--- src/rtl/stepper_pkg.sv ---
// Shared types for the stepper phase sequencer: drive modes, FSM states, mode decode.
package stepper_pkg;

  typedef enum logic [1:0] {
    WAVE = 2'b00,
    FULL = 2'b01,
    HALF = 2'b10,
    RSVD = 2'b11
  } mode_e;

  typedef enum logic {
    IDLE = 1'b0,
    RUN  = 1'b1
  } state_e;

  // The reserved encoding behaves as full-step.
  function automatic mode_e decode_mode(input logic [1:0] m);
    case (m)
      2'b00:   return WAVE;
      2'b10:   return HALF;
      default: return FULL;
    endcase
  endfunction

endpackage

--- src/rtl/stepper_phase_seq_if.sv ---
// Command/status bundle between the motion control FSM and the phase sequencer.
interface stepper_phase_seq_if #(
  parameter int PHASES = 4,
  parameter int DIV_W  = 16,
  parameter int CNT_W  = 16
);
  logic              cs;
  logic              start;
  logic [1:0]        mode;
  logic              dir;
  logic [DIV_W-1:0]  div;
  logic [CNT_W-1:0]  steps;
  logic              abort;
  logic              busy;
  logic              done;
  logic              step_pulse;
  logic [CNT_W-1:0]  remaining;
  logic [PHASES-1:0] phase_out;

  modport master (
    output cs, start, mode, dir, div, steps, abort,
    input  busy, done, step_pulse, remaining, phase_out
  );

  modport slave (
    input  cs, start, mode, dir, div, steps, abort,
    output busy, done, step_pulse, remaining, phase_out
  );
endinterface

--- src/rtl/stepper_pattern.sv ---
// Combinational map from half-step position index to coil pattern.
// Even index k energises coil k/2; odd index k energises coils k/2 and k/2+1 (mod PHASES).
module stepper_pattern #(
  parameter int PHASES = 4,
  parameter int IDX_W  = $clog2(2 * PHASES)
) (
  input  logic [IDX_W-1:0]  index,
  output logic [PHASES-1:0] pattern
);

  // Decode each coil's contribution to the pattern.
  always_comb begin
    pattern = '0;
    for (int unsigned p = 0; p < PHASES; p++) begin
      if (index == IDX_W'(2 * p)) begin
        pattern[p] = 1'b1;
      end
      if (index == IDX_W'(2 * p + 1)) begin
        pattern[p]                = 1'b1;
        pattern[(p + 1) % PHASES] = 1'b1;
      end
    end
  end

endmodule

--- src/rtl/stepper_phase_seq.sv ---
// Multi-phase stepper coil sequencer: run FSM, step-rate divider, step counter,
// half-step position index and registered coil outputs.
module stepper_phase_seq
  import stepper_pkg::*;
#(
  parameter int PHASES = 4,
  parameter int DIV_W  = 16,
  parameter int CNT_W  = 16
) (
  input logic                clk,
  input logic                reset,
  stepper_phase_seq_if.slave bus
);

  localparam int             IDX_W  = $clog2(2 * PHASES);
  localparam logic [IDX_W:0] NPOS_W = (IDX_W + 1)'(2 * PHASES);

  state_e             state_q, state_d;
  mode_e              mode_q, mode_d, mode_new;
  logic               dir_q, dir_d;
  logic [DIV_W-1:0]   div_q, div_d;
  logic [DIV_W-1:0]   tick_q, tick_d;
  logic [CNT_W-1:0]   rem_q, rem_d;
  logic [IDX_W-1:0]   idx_q, idx_d, idx_step;
  logic [IDX_W:0]     idx_sum, step_inc;
  logic               energ_q, energ_d;
  logic               done_q, done_d;
  logic               pulse_q, pulse_d;
  logic [PHASES-1:0]  phase_q, phase_d, pat;

  stepper_pattern #(
    .PHASES (PHASES),
    .IDX_W  (IDX_W)
  ) u_pattern (
    .index   (idx_q),
    .pattern (pat)
  );

  // Next position one step along, wrapping modulo 2*PHASES in either direction.
  // Reverse adds (2*PHASES - inc) so a single conditional subtract handles both wraps.
  always_comb begin
    step_inc = (mode_q == HALF) ? (IDX_W + 1)'(1) : (IDX_W + 1)'(2);
    idx_sum  = {1'b0, idx_q} + (dir_q ? step_inc : (NPOS_W - step_inc));
    if (idx_sum >= NPOS_W) begin
      idx_sum = idx_sum - NPOS_W;
    end
    idx_step = idx_sum[IDX_W-1:0];
  end

  // Run FSM, divider, step counter and output pattern next-state.
  always_comb begin
    state_d  = state_q;
    mode_d   = mode_q;
    dir_d    = dir_q;
    div_d    = div_q;
    tick_d   = tick_q;
    rem_d    = rem_q;
    idx_d    = idx_q;
    energ_d  = energ_q;
    done_d   = 1'b0;
    pulse_d  = 1'b0;
    mode_new = decode_mode(bus.mode);
    phase_d  = (bus.cs && energ_q) ? pat : '0;

    case (state_q)
      IDLE: begin
        if (bus.start) begin
          rem_d = bus.steps;
          if (bus.steps == '0) begin
            done_d = 1'b1;
          end else begin
            mode_d  = mode_new;
            dir_d   = bus.dir;
            div_d   = bus.div;
            tick_d  = '0;
            energ_d = 1'b1;
            state_d = RUN;
            case (mode_new)
              WAVE:    idx_d = {idx_q[IDX_W-1:1], 1'b0};
              FULL:    idx_d = {idx_q[IDX_W-1:1], 1'b1};
              default: idx_d = idx_q;
            endcase
          end
        end
      end
      RUN: begin
        if (tick_q == div_q) begin
          idx_d   = idx_step;
          pulse_d = 1'b1;
          rem_d   = rem_q - 1'b1;
          tick_d  = '0;
          if ((rem_q == CNT_W'(1)) || bus.abort) begin
            state_d = IDLE;
            done_d  = 1'b1;
          end
        end else begin
          tick_d = tick_q + 1'b1;
          if (bus.abort) begin
            state_d = IDLE;
            done_d  = 1'b1;
          end
        end
      end
      default: state_d = IDLE;
    endcase
  end

  // State and output registers.
  always_ff @(posedge clk or posedge reset) begin
    if (reset) begin
      state_q <= IDLE;
      mode_q  <= WAVE;
      dir_q   <= 1'b0;
      div_q   <= '0;
      tick_q  <= '0;
      rem_q   <= '0;
      idx_q   <= '0;
      energ_q <= 1'b0;
      done_q  <= 1'b0;
      pulse_q <= 1'b0;
      phase_q <= '0;
    end else begin
      state_q <= state_d;
      mode_q  <= mode_d;
      dir_q   <= dir_d;
      div_q   <= div_d;
      tick_q  <= tick_d;
      rem_q   <= rem_d;
      idx_q   <= idx_d;
      energ_q <= energ_d;
      done_q  <= done_d;
      pulse_q <= pulse_d;
      phase_q <= phase_d;
    end
  end

  assign bus.busy       = (state_q == RUN);
  assign bus.done       = done_q;
  assign bus.step_pulse = pulse_q;
  assign bus.remaining  = rem_q;
  assign bus.phase_out  = phase_q;

endmodule

--- src/flat_wrapper.sv ---
// flat-port wrapper written by rule: the top's interface ports become plain ports
module stepper_phase_seq_flat import stepper_pkg::*;
#(
  parameter int PHASES = 4,
  parameter int DIV_W  = 16,
  parameter int CNT_W  = 16
)
  (clk, reset, bus_cs, bus_start, bus_mode, bus_dir, bus_div, bus_steps, bus_abort, bus_busy, bus_done, bus_step_pulse, bus_remaining, bus_phase_out);
  stepper_phase_seq_if #(.PHASES(PHASES), .DIV_W(DIV_W), .CNT_W(CNT_W)) bus_i ();
  input logic clk;
  input logic reset;
  input wire logic [$bits(bus_i.cs)-1:0] bus_cs;
  input wire logic [$bits(bus_i.start)-1:0] bus_start;
  input wire logic [$bits(bus_i.mode)-1:0] bus_mode;
  input wire logic [$bits(bus_i.dir)-1:0] bus_dir;
  input wire logic [$bits(bus_i.div)-1:0] bus_div;
  input wire logic [$bits(bus_i.steps)-1:0] bus_steps;
  input wire logic [$bits(bus_i.abort)-1:0] bus_abort;
  output wire logic [$bits(bus_i.busy)-1:0] bus_busy;
  output wire logic [$bits(bus_i.done)-1:0] bus_done;
  output wire logic [$bits(bus_i.step_pulse)-1:0] bus_step_pulse;
  output wire logic [$bits(bus_i.remaining)-1:0] bus_remaining;
  output wire logic [$bits(bus_i.phase_out)-1:0] bus_phase_out;
  assign bus_i.cs = bus_cs;
  assign bus_i.start = bus_start;
  assign bus_i.mode = bus_mode;
  assign bus_i.dir = bus_dir;
  assign bus_i.div = bus_div;
  assign bus_i.steps = bus_steps;
  assign bus_i.abort = bus_abort;
  assign bus_busy = bus_i.busy;
  assign bus_done = bus_i.done;
  assign bus_step_pulse = bus_i.step_pulse;
  assign bus_remaining = bus_i.remaining;
  assign bus_phase_out = bus_i.phase_out;
  stepper_phase_seq #(.PHASES(PHASES), .DIV_W(DIV_W), .CNT_W(CNT_W)) u_core (.clk(clk), .reset(reset), .bus(bus_i));
endmodule
--- config.mk ---
export PLATFORM = sky130hd
export DESIGN_NAME = stepper_phase_seq_flat
export DESIGN_NICKNAME = d
export VERILOG_FILES = /design/src/rtl/stepper_pkg.sv /design/src/rtl/stepper_phase_seq_if.sv /design/src/rtl/stepper_pattern.sv /design/src/rtl/stepper_phase_seq.sv /design/src/flat_wrapper.sv
export SDC_FILE = /design/constraint.sdc
export NUM_CORES = 1
export LEC_CHECK = 0
export ABC_AREA = 1
export BUFFER_PORTS_ARGS = -buffer_cell sky130_fd_sc_hd__buf_4
export CAP_MARGIN = 30
export CORE_MARGIN = 2
export CORE_UTILIZATION = 45
export DETAILED_ROUTE_END_ITERATION = 8
export GPL_TIMING_DRIVEN = 0
export HOLD_SLACK_MARGIN = 0.06
export PLACE_DENSITY = 0.78
export SYNTH_ARGS = -nofsm -noshare
export SYNTH_HDL_FRONTEND = slang
export SYNTH_HIERARCHICAL = 1
export SYNTH_SLANG_ARGS = --single-unit
export TNS_END_PERCENT = 5
--- constraint.sdc ---
create_clock -name clk -period 3.27 [get_ports clk]
set_input_delay 0.1635 -clock clk [delete_from_list [all_inputs] [get_ports clk]]
set_output_delay 0.1635 -clock clk [all_outputs]
set_load 0.01 [all_outputs]
==> results by group, run 1 <==
CTS
  – Worst-Skew Late Latency: 0.35 ns
  – CTS tree: built
  – Clock slew at reported path FFs: approximately 0.080 ns
  – H-tree depth: 3
  – Clk root buf: clkbuf_8
  – # resized after CTS: 0
  – Clk buf depth: 2
  – Post-CTS Hold Buffers: 17
  – Clk sink count: 62
  – # Post-CTS Setup Buffers: 0
  – Num CTS Buffers: 9

Setup path
  – Crit path launch type: register
  – CP max stage delay: approximately 0.50 ns
  – Crit-path cells: nor2_1, nand2_1, inv_2, clkbuf_1, o21ai_0
  – Worst Setup End Kind: register
  – Crit Path Max Fanout: 10
  – Crit path kind: reg -> reg
  – Critical path data arrival time: 2.07 ns
  – Worst path required time: 3.47 ns
  – Slowest CP cell: dfrtp_1

Place
  – Port bufs: 62
  – HPWL Detailed: 6810 um
  – Setup WS pre-CTS: around 1.4 ns
  – Placer Congestion: between 0.9 and 1

Routing
  – Final ANT Viol Nets: 0
  – Via count: 3708
  – Pre-Repair DR Iteration Count: 5
  – Via density: 5.00
  – Final wirelength: 9420 um
  – DRT iter0 DRCs: 216
  – DR WL/cell: 12.7 um
  – DRC: 0

Timing
  – Fin Setup TNS: 0 ns
  – Hold_ws: 0.0676 ns
  – Final Hold Vio Count: 0
  – Fin crit share: 57.0%
  – RSZ-0062 raised after global routing: false
  – Measured slew at the worst slew-check pin: between 0.5 and 0.6 ns
  – Endpoints failing setup: 0
  – Setup Skew: 0.0162 ns
  – Fin crit period: 1.86 ns
  – Post-layout worst setup margin: 1.41 ns
  – Max Freq: roughly 0.54 GHz
  – Slew HR: roughly 64%
  – Pins Over Slew Limit: 0

Logic synthesis
  – Post-synthesis compound-gate area fraction: approximately 6.6%
  – Largest family of logic cells by synthesized area: simple AND/OR/NAND/NOR gates
  – Area share of and/or/nand/nor cells after synthesis: 37.8%
  – Mean Syn Cell Area: 6.85 um^2
  – Yosys reg bits: 62
  – Syn Std Cell Area: 0.00370 mm^2
  – Synth Area in Adders: 1.89%
  – Synth top area share: approximately two fifths
  – Mux cell area share after synthesis: 0%
  – Synth Warn #: 6
  – Synth Instances: 541
  – Yosys cell types: 28
  – Cell taking the most area after synthesis: dfrtp_1
  – Synth area leaders: dfrtp_1, nand2_1, nand3_1
  – Synth Area in XOR/XNOR: under 10%
  – Sequential cell area fraction in the yosys report: 41.9%
  – Post-Syn Nets: 586

Floorplan
  – Rows: 33
  – Die span in x: 94.7 um
  – Initial core utilization: between 40% and 50%
  – Ports: 63
  – Die Span Y: roughly 95 um
  – Die area: 0.00897 mm^2
  – Core area: roughly 0.0081 mm^2

Outcome
  – Outcome: complete, no violations

Layout
  – Ratio of cells with drive above 1 in the final layout: 17.3%
  – Ant. Diodes: 0
  – Area Overhead vs Synth: 25.9%
  – Fin nets: between 600 and 700
  – Util after Layout: around 58%
  – Filler cells: between 700 and 800

Global route
  – Total global routing overflow: 0
  – Vias in the first global route: 3463
  – Initial antenna violation count: 0
  – Total GRT Usage: 22.2%
  – Largest net degree at the start of global routing: 40
  – First-pass GRT wire length: 15600 um

Power and ir drop
  – Total Power: between 0.002 and 0.003 W
  – P per Cell Area: 546 mW/mm^2
  – P_leak: between 2 and 2.5 nW
  – Peak supply drop: ~0.32 mV

Run
  – Max-cap violations: 0

Hold path
  – Min-Delay Path Class: in -> reg
-- flip-flops by register name, summed over array words and instances (netlist names) --
name                   flops
u_core/div_q              16
u_core/mode_q              2
u_core/dir_q               1
u_core/energ_q             1
u_core/idx_q               3
u_core/bus.done            1
u_core/bus.busy            1
u_core/bus.step_pulse      1
u_core/bus.phase_out       4
u_core/bus.remaining      16
u_core/tick_q             16
-- worst paths after layout --
| check | start | end | slack [ns] | cells after the start |
|---|---|---|---|---|
| max | u_core/bus.busy$_DFF_PP0_ | u_core/div_q[10]$_DFFE_PP0P_ | 1.41 | 5 |
| min | bus_div[5] | u_core/div_q[5]$_DFFE_PP0P_ | 0.07 | 3 |
| max reg2reg | u_core/bus.busy$_DFF_PP0_ | u_core/div_q[10]$_DFFE_PP0P_ | 1.41 | 5 |
| min reg2reg | u_core/energ_q$_DFFE_PP0P_ | u_core/energ_q$_DFFE_PP0P_ | 0.48 | 1 |
| max in group asynchronous | reset | u_core/div_q[13]$_DFFE_PP0P_ | 2.24 | 4 |
| min in group asynchronous | reset | u_core/div_q[7]$_DFFE_PP0P_ | 0.41 | 3 |
-- cell families after synthesis --
| family | Yosys count |
|---|---|
| AOI/OAI and AO/OA | 46 |
| xor gates and xnor gates | 14 |
| adders and majority gates | 5 |
| buffers and inverters | 79 |
| DFF | 62 |
| and+or+nand+nor | 335 |
-- critical path: cells and delay by family, from the launching register on --
kind,cells,cell delay [ns]
compound gates,1,0.16
buf+inv,2,0.58
flops,1,0.50
simple gates,2,0.48
-- area by class of cell --
cell class,instances,area [um^2],area share [%]
buffer,14,70.1,1.50
clock buffer,9,124,2.66
clock inverter,7,48.8,1.05
inverter,65,244,5.23
multi-input combinational,400,1840,39.4
sequential,62,1550,33.3
tap,105,131,2.82
timing repair buffer,80,656,14.1
-- where the power goes --
group	total (W)	internal (W)	switching [W]
clock	0.000618	0.000276	0.000342
sequential	0.00106	0.000903	0.000158
combinational	0.000869	0.000368	0.000501
-- stage by stage --
stage,std cells,instance area (um^2)
finish,742,4660
global route,742,4660
CTS,742,4660
detailed placement,709,4320
global placement,708,4300
floorplan,541,3700
-- cell usage after synthesis (all sizes together) --
cell	instances
fa	1
nor2	56
a21oi	2
clkbuf	5
dfrtp	62
inv	64
o21bai	2
clkinv	1
nand3	52
o21ai	39
nand2	207
or2	6
o21a	1
xor2	13
buf	9
xnor2	1
a31oi	1
nand4	10
nor3	4
ha	4
a21boi	1
-- per-layer routing --
metal	up-vias	part of all wire, %	global-route usage, %
met5	-	0	0
met4	0	1.4	7.25
met3	13	5.2	4.07
met2	103	49	37.7
met1	1719	45	28.7
li1	1873	-	-
-- cell usage in the layout (no fill, tap or decap) --
cell | netlist | final
nand2_1 | 205 | 205
buf_4 | 0 | 62
dfrtp_1 | 62 | 62
inv_1 | 55 | 54
nor2_1 | 54 | 54
nand3_1 | 51 | 51
o21ai_0 | 33 | 33
dlygate4sd3_1 | 0 | 17
xor2_1 | 13 | 13
inv_2 | 9 | 10
nand4_1 | 10 | 10
clkbuf_8 | 0 | 9
buf_2 | 8 | 8
or2_2 | 6 | 6
o21ai_1 | 6 | 6
clkbuf_1 | 5 | 5
nor3_1 | 4 | 4
ha_1 | 4 | 4
clkinv_2 | 0 | 3
clkinv_4 | 0 | 2
nor2_4 | 2 | 2
nand2_2 | 2 | 2
o21bai_1 | 2 | 2
clkinvlp_4 | 0 | 1
inv_6 | 0 | 1
nand3_4 | 1 | 1
clkinv_1 | 1 | 1
buf_6 | 1 | 1
xnor2_1 | 1 | 1
a21oi_2 | 1 | 1
o21a_1 | 1 | 1
a31oi_1 | 1 | 1
a21boi_0 | 1 | 1
a21oi_1 | 1 | 1
fa_1 | 1 | 1
buf_12 | 0 | 1
No activity file was read; power rests on OpenSTA's default activity.
==> inputs of run 2 (changes only) <==
--- a/config.mk
+++ b/config.mk
@@ -13,7 +13,7 @@
 export DETAILED_ROUTE_END_ITERATION = 8
 export GPL_TIMING_DRIVEN = 0
 export HOLD_SLACK_MARGIN = 0.06
-export PLACE_DENSITY = 0.78
+export PLACE_DENSITY = 0.81
 export SYNTH_ARGS = -nofsm -noshare
 export SYNTH_HDL_FRONTEND = slang
 export SYNTH_HIERARCHICAL = 1
==> constraint.sdc (replaced) <==
create_clock -name clk -period 1.6 [get_ports clk]
set_input_delay 0.08 -clock clk [delete_from_list [all_inputs] [get_ports clk]]
set_output_delay 0.08 -clock clk [all_outputs]
set_load 0.01 [all_outputs]
==> run 2 against run 1 <==
The run now ends with setup timing left. Core utilization increased by 5.5 points. Via count grew 8.6%. Hold slack better by 0.014 ns. Power up 110%. Critical path depth up 3. Clock-buffer cell count stayed put. Critical path type unchanged. Critical endpoint is now u_core/bus.remaining[1]$_DFFE_PP0P_. Largest power group unchanged. Highest routed layer unchanged.
==> results by group, run 2 (synthesis gave the netlist of run 1 again) <==
Outcome
  – Outcome: finished, violations left
  – Failing checks: setup timing

Layout
  – Most frequent cells in the layout: nand2_1, buf_4, dfrtp_1, inv_1, nand3_1
  – Fin area: 0.00511 mm^2 (+9.6%)
  – Ant. Diodes: 0 (unchanged)
  – Commonest non-fill, non-tap cell in the layout: nand2_1
  – Ratio of cells with drive above 1 in the final layout: 24.5% (+7.2 points)
  – Filler cells: 698 (-10%)
  – Util after Layout: 63.1% (+5.5 points)
  – Fin nets: 713 (+5.3%)
  – Area Overhead vs Synth: 37.9%
  – Finished Layout Cells: 778 (+4.9%)

Place
  – Placed cell area: 0.00432 mm^2 (about the same)
  – HPWL Detailed: 6740 um (-1.1%)
  – Placed cells: 709 (unchanged)
  – Port bufs: 62 (unchanged)
  – Placer Congestion: 1.01 (+3.7%)

Setup path
  – Worst Setup EP: u_core/bus.remaining[1]$_DFFE_PP0P_
  – Worst path required time: 1.82 ns (-1.65 ns)
  – Crit path launch type: register
  – Reg-to-reg endpoint: u_core/bus.remaining[1]$_DFFE_PP0P_
  – Worst Setup End Kind: register
  – R2r worst-path depth: 8 (+3)
  – Worst R2R Setup Slack: -0.02 ns (-1.42 ns)
  – Reg2reg start: u_core/tick_q[7]$_DFFE_PP0P_
  – Crit path kind: reg -> reg
  – Crit. Startpoint: u_core/tick_q[7]$_DFFE_PP0P_
  – Critical path data arrival time: 1.84 ns (-0.23 ns)
  – Crit Path Max Fanout: 5 (-5)

Floorplan
  – Core area: 0.00809 mm^2 (unchanged)
  – Die Span Y: 94.7 um (unchanged)
  – Die area: 0.00897 mm^2 (unchanged)
  – Initial core utilization: 45.8% (unchanged)
  – Ports: 63 (unchanged)
  – Rows: 33 (unchanged)
  – Die span in x: 94.7 um (unchanged)

Power and ir drop
  – P_leak: 2.59 nW (+8.1%)
  – Sw frac: 39.2% (about the same)
  – Clk pwr share: 22.7% (-1.5 points)
  – Power share of the combinational group: 36.5% (+2.4 points)
  – P per Cell Area: 1050 mW/mm^2 (+92%)
  – Sw Pwr: 0.00210 W (+110%)
  – Peak supply drop: 0.482 mV (+52%)
  – Int Power: 0.00325 W (+110%)
  – Total Power: 0.00534 W (+110%)
  – Flop pwr share: 40.7% (-0.9 points)

Global route
  – Total GRT Usage: 22.5% (+0.30 points)
  – Vias in the first global route: 3608 (+4.2%)
  – Total global routing overflow: 0 (unchanged)
  – GR peak layer: met2
  – Initial antenna violation count: 0 (unchanged)
  – Met1 Resource Use GR: 25.8% (-2.9 points)
  – Largest net degree at the start of global routing: 33 (-18%)
  – Met2 Use GR: 40.2% (+2.5 points)
  – GR Layer Usage met3: 5.51% (+1.4 points)
  – First-pass GRT wire length: 15700 um (+0.89%)

Routing
  – Final ANT Viol Nets: 0 (unchanged)
  – Final wirelength: 10400 um (+9.9%)
  – DRC: 0 (unchanged)
  – Pre-Repair DR Iteration Count: 5 (unchanged)
  – DR WL/cell: 13.3 um (+4.8%)
  – Via density: 5.18 (+3.6%)
  – Via count: 4028 (+8.6%)
  – DRT iter0 DRCs: 331 (+53%)

Timing
  – Post-layout worst setup margin: -0.0190 ns (-1.42 ns)
  – Setup Skew: 0.0126 ns (-0.00365 ns)
  – RSZ-0062 raised after global routing: true
  – Pins Over Slew Limit: 0 (unchanged)
  – Measured slew at the worst slew-check pin: 0.689 ns (+0.153 ns)
  – Final Hold Vio Count: 0 (unchanged)
  – Fin crit period: 1.62 ns (-0.245 ns)
  – Fin crit share: 101% (+44 points)
  – Slew HR: 54.0% (-10 points)
  – Max Freq: 0.618 GHz (+15%)
  – Endpoints failing setup: 13 (+13)
  – Hold_ws: 0.0816 ns (+0.0140 ns)

CTS
  – Clk buf depth: 2 (unchanged)
  – Worst-Skew Late Latency: 0.34 ns (about the same)
  – Clock slew at reported path FFs: 0.08 ns (about the same)
  – Clk root buf: clkbuf_8
  – CTS tree: built
  – Num CTS Buffers: 9 (unchanged)
  – Clk sink count: 62 (unchanged)
  – H-tree depth: 3 (unchanged)

Hold path
  – Min-Delay Path Class: in -> reg

Run
  – Max-cap violations: 0 (unchanged)
==> run 2: cell types whose count changed in the layout (fill, tap and decap cells not counted), sizes merged <==
cell | before | now
clkinvlp | 1 | 3
clkbuf | 14 | 15
nand3 | 52 | 53
dlygate4sd3 | 17 | 30
inv | 65 | 63
buf | 72 | 93
==> run 2: power groups by stage <==
stage / clock network (W) / registers, W / logic [W]
2_1_floorplan: 0 / 0.00218 / 0.00110
3_3_place_gp: 0 / 0.00218 / 0.00167
3_5_place_dp: 0 / 0.00220 / 0.00173
4_1_cts: 0.00124 / 0.00217 / 0.00182
5_1_grt: 0.00132 / 0.00222 / 0.00218
6_report: 0.00122 / 0.00218 / 0.00195
==> run 2: layout make-up <==
cell class	instances	area [um^2]	share of cell area [%]
Inverter	65	249	4.87
Clock inverter	7	51.3	1.00
Multi-Input combinational cell	401	1910	37.4
Buffer	14	110	2.16
Timing Repair Buffer	115	970	19.0
Clock buffer	9	124	2.42
Sequential cell	62	1560	30.6
Tap cell	105	131	2.57
==> run 2: what timing repair did <==
| action | 4_1_cts | 5_1_grt |
|---|---|---|
| gates resized for setup | 23 | 27 |
| endpoints found under the setup margin | 44 | 47 |
| cloned | 1 | 3 |
| endpoints found under the hold margin | 62 | 0 |
| pin swaps | 2 | 15 |
| hold buffers | 30 | 0 |
| setup buffers | 2 | 17 |
==> run 2: critical path, cell delays in order, from the launching register on <==
cell and delay (ns):
dfrtp_2 0.41, xor2_1 0.16, nor2_1 0.11, nand2_1 0.09, nor2_4 0.22, nand3_4 0.18, clkbuf_16 0.21, nand3_1 0.06
nand2_1 0.06
==> run 2: routing by layer <==
layer / wire length, um / part of all wire (%)
met1: 4090 / 40
met3: 791 / 7.6
met4: 180 / 1.7
met2: 5300 / 51
met5: 0 / 0
==> run 2: worst min path at each step <==
stage / slack [ns] / startpoint / depth (start not counted) / to
after global placement: 0.28 / bus_div[7] / 3 / u_core/div_q[7]$_DFFE_PP0P_
after global routing: 0.10 / bus_steps[10] / 5 / u_core/bus.remaining[10]$_DFFE_PP0P_
after CTS: 0.07 / bus_steps[10] / 5 / u_core/bus.remaining[10]$_DFFE_PP0P_
after detailed placement: 0.23 / reset / 2 / u_core/div_q[7]$_DFFE_PP0P_
after floorplan: 0.19 / bus_dir / 2 / u_core/dir_q$_DFFE_PP0P_
final: 0.08 / bus_steps[10] / 5 / u_core/bus.remaining[10]$_DFFE_PP0P_
==> run 2: per-stage QoR <==
step / worst slack (ns) / TNS (ns)
2_1_floorplan: 0.0857 / 0
3_3_place_gp: -0.183 / -3.27
3_5_place_dp: -0.259 / -4.43
4_1_cts: 0.00308 / 0
5_1_grt: -0.123 / -2.80
6_report: -0.0190 / -0.112
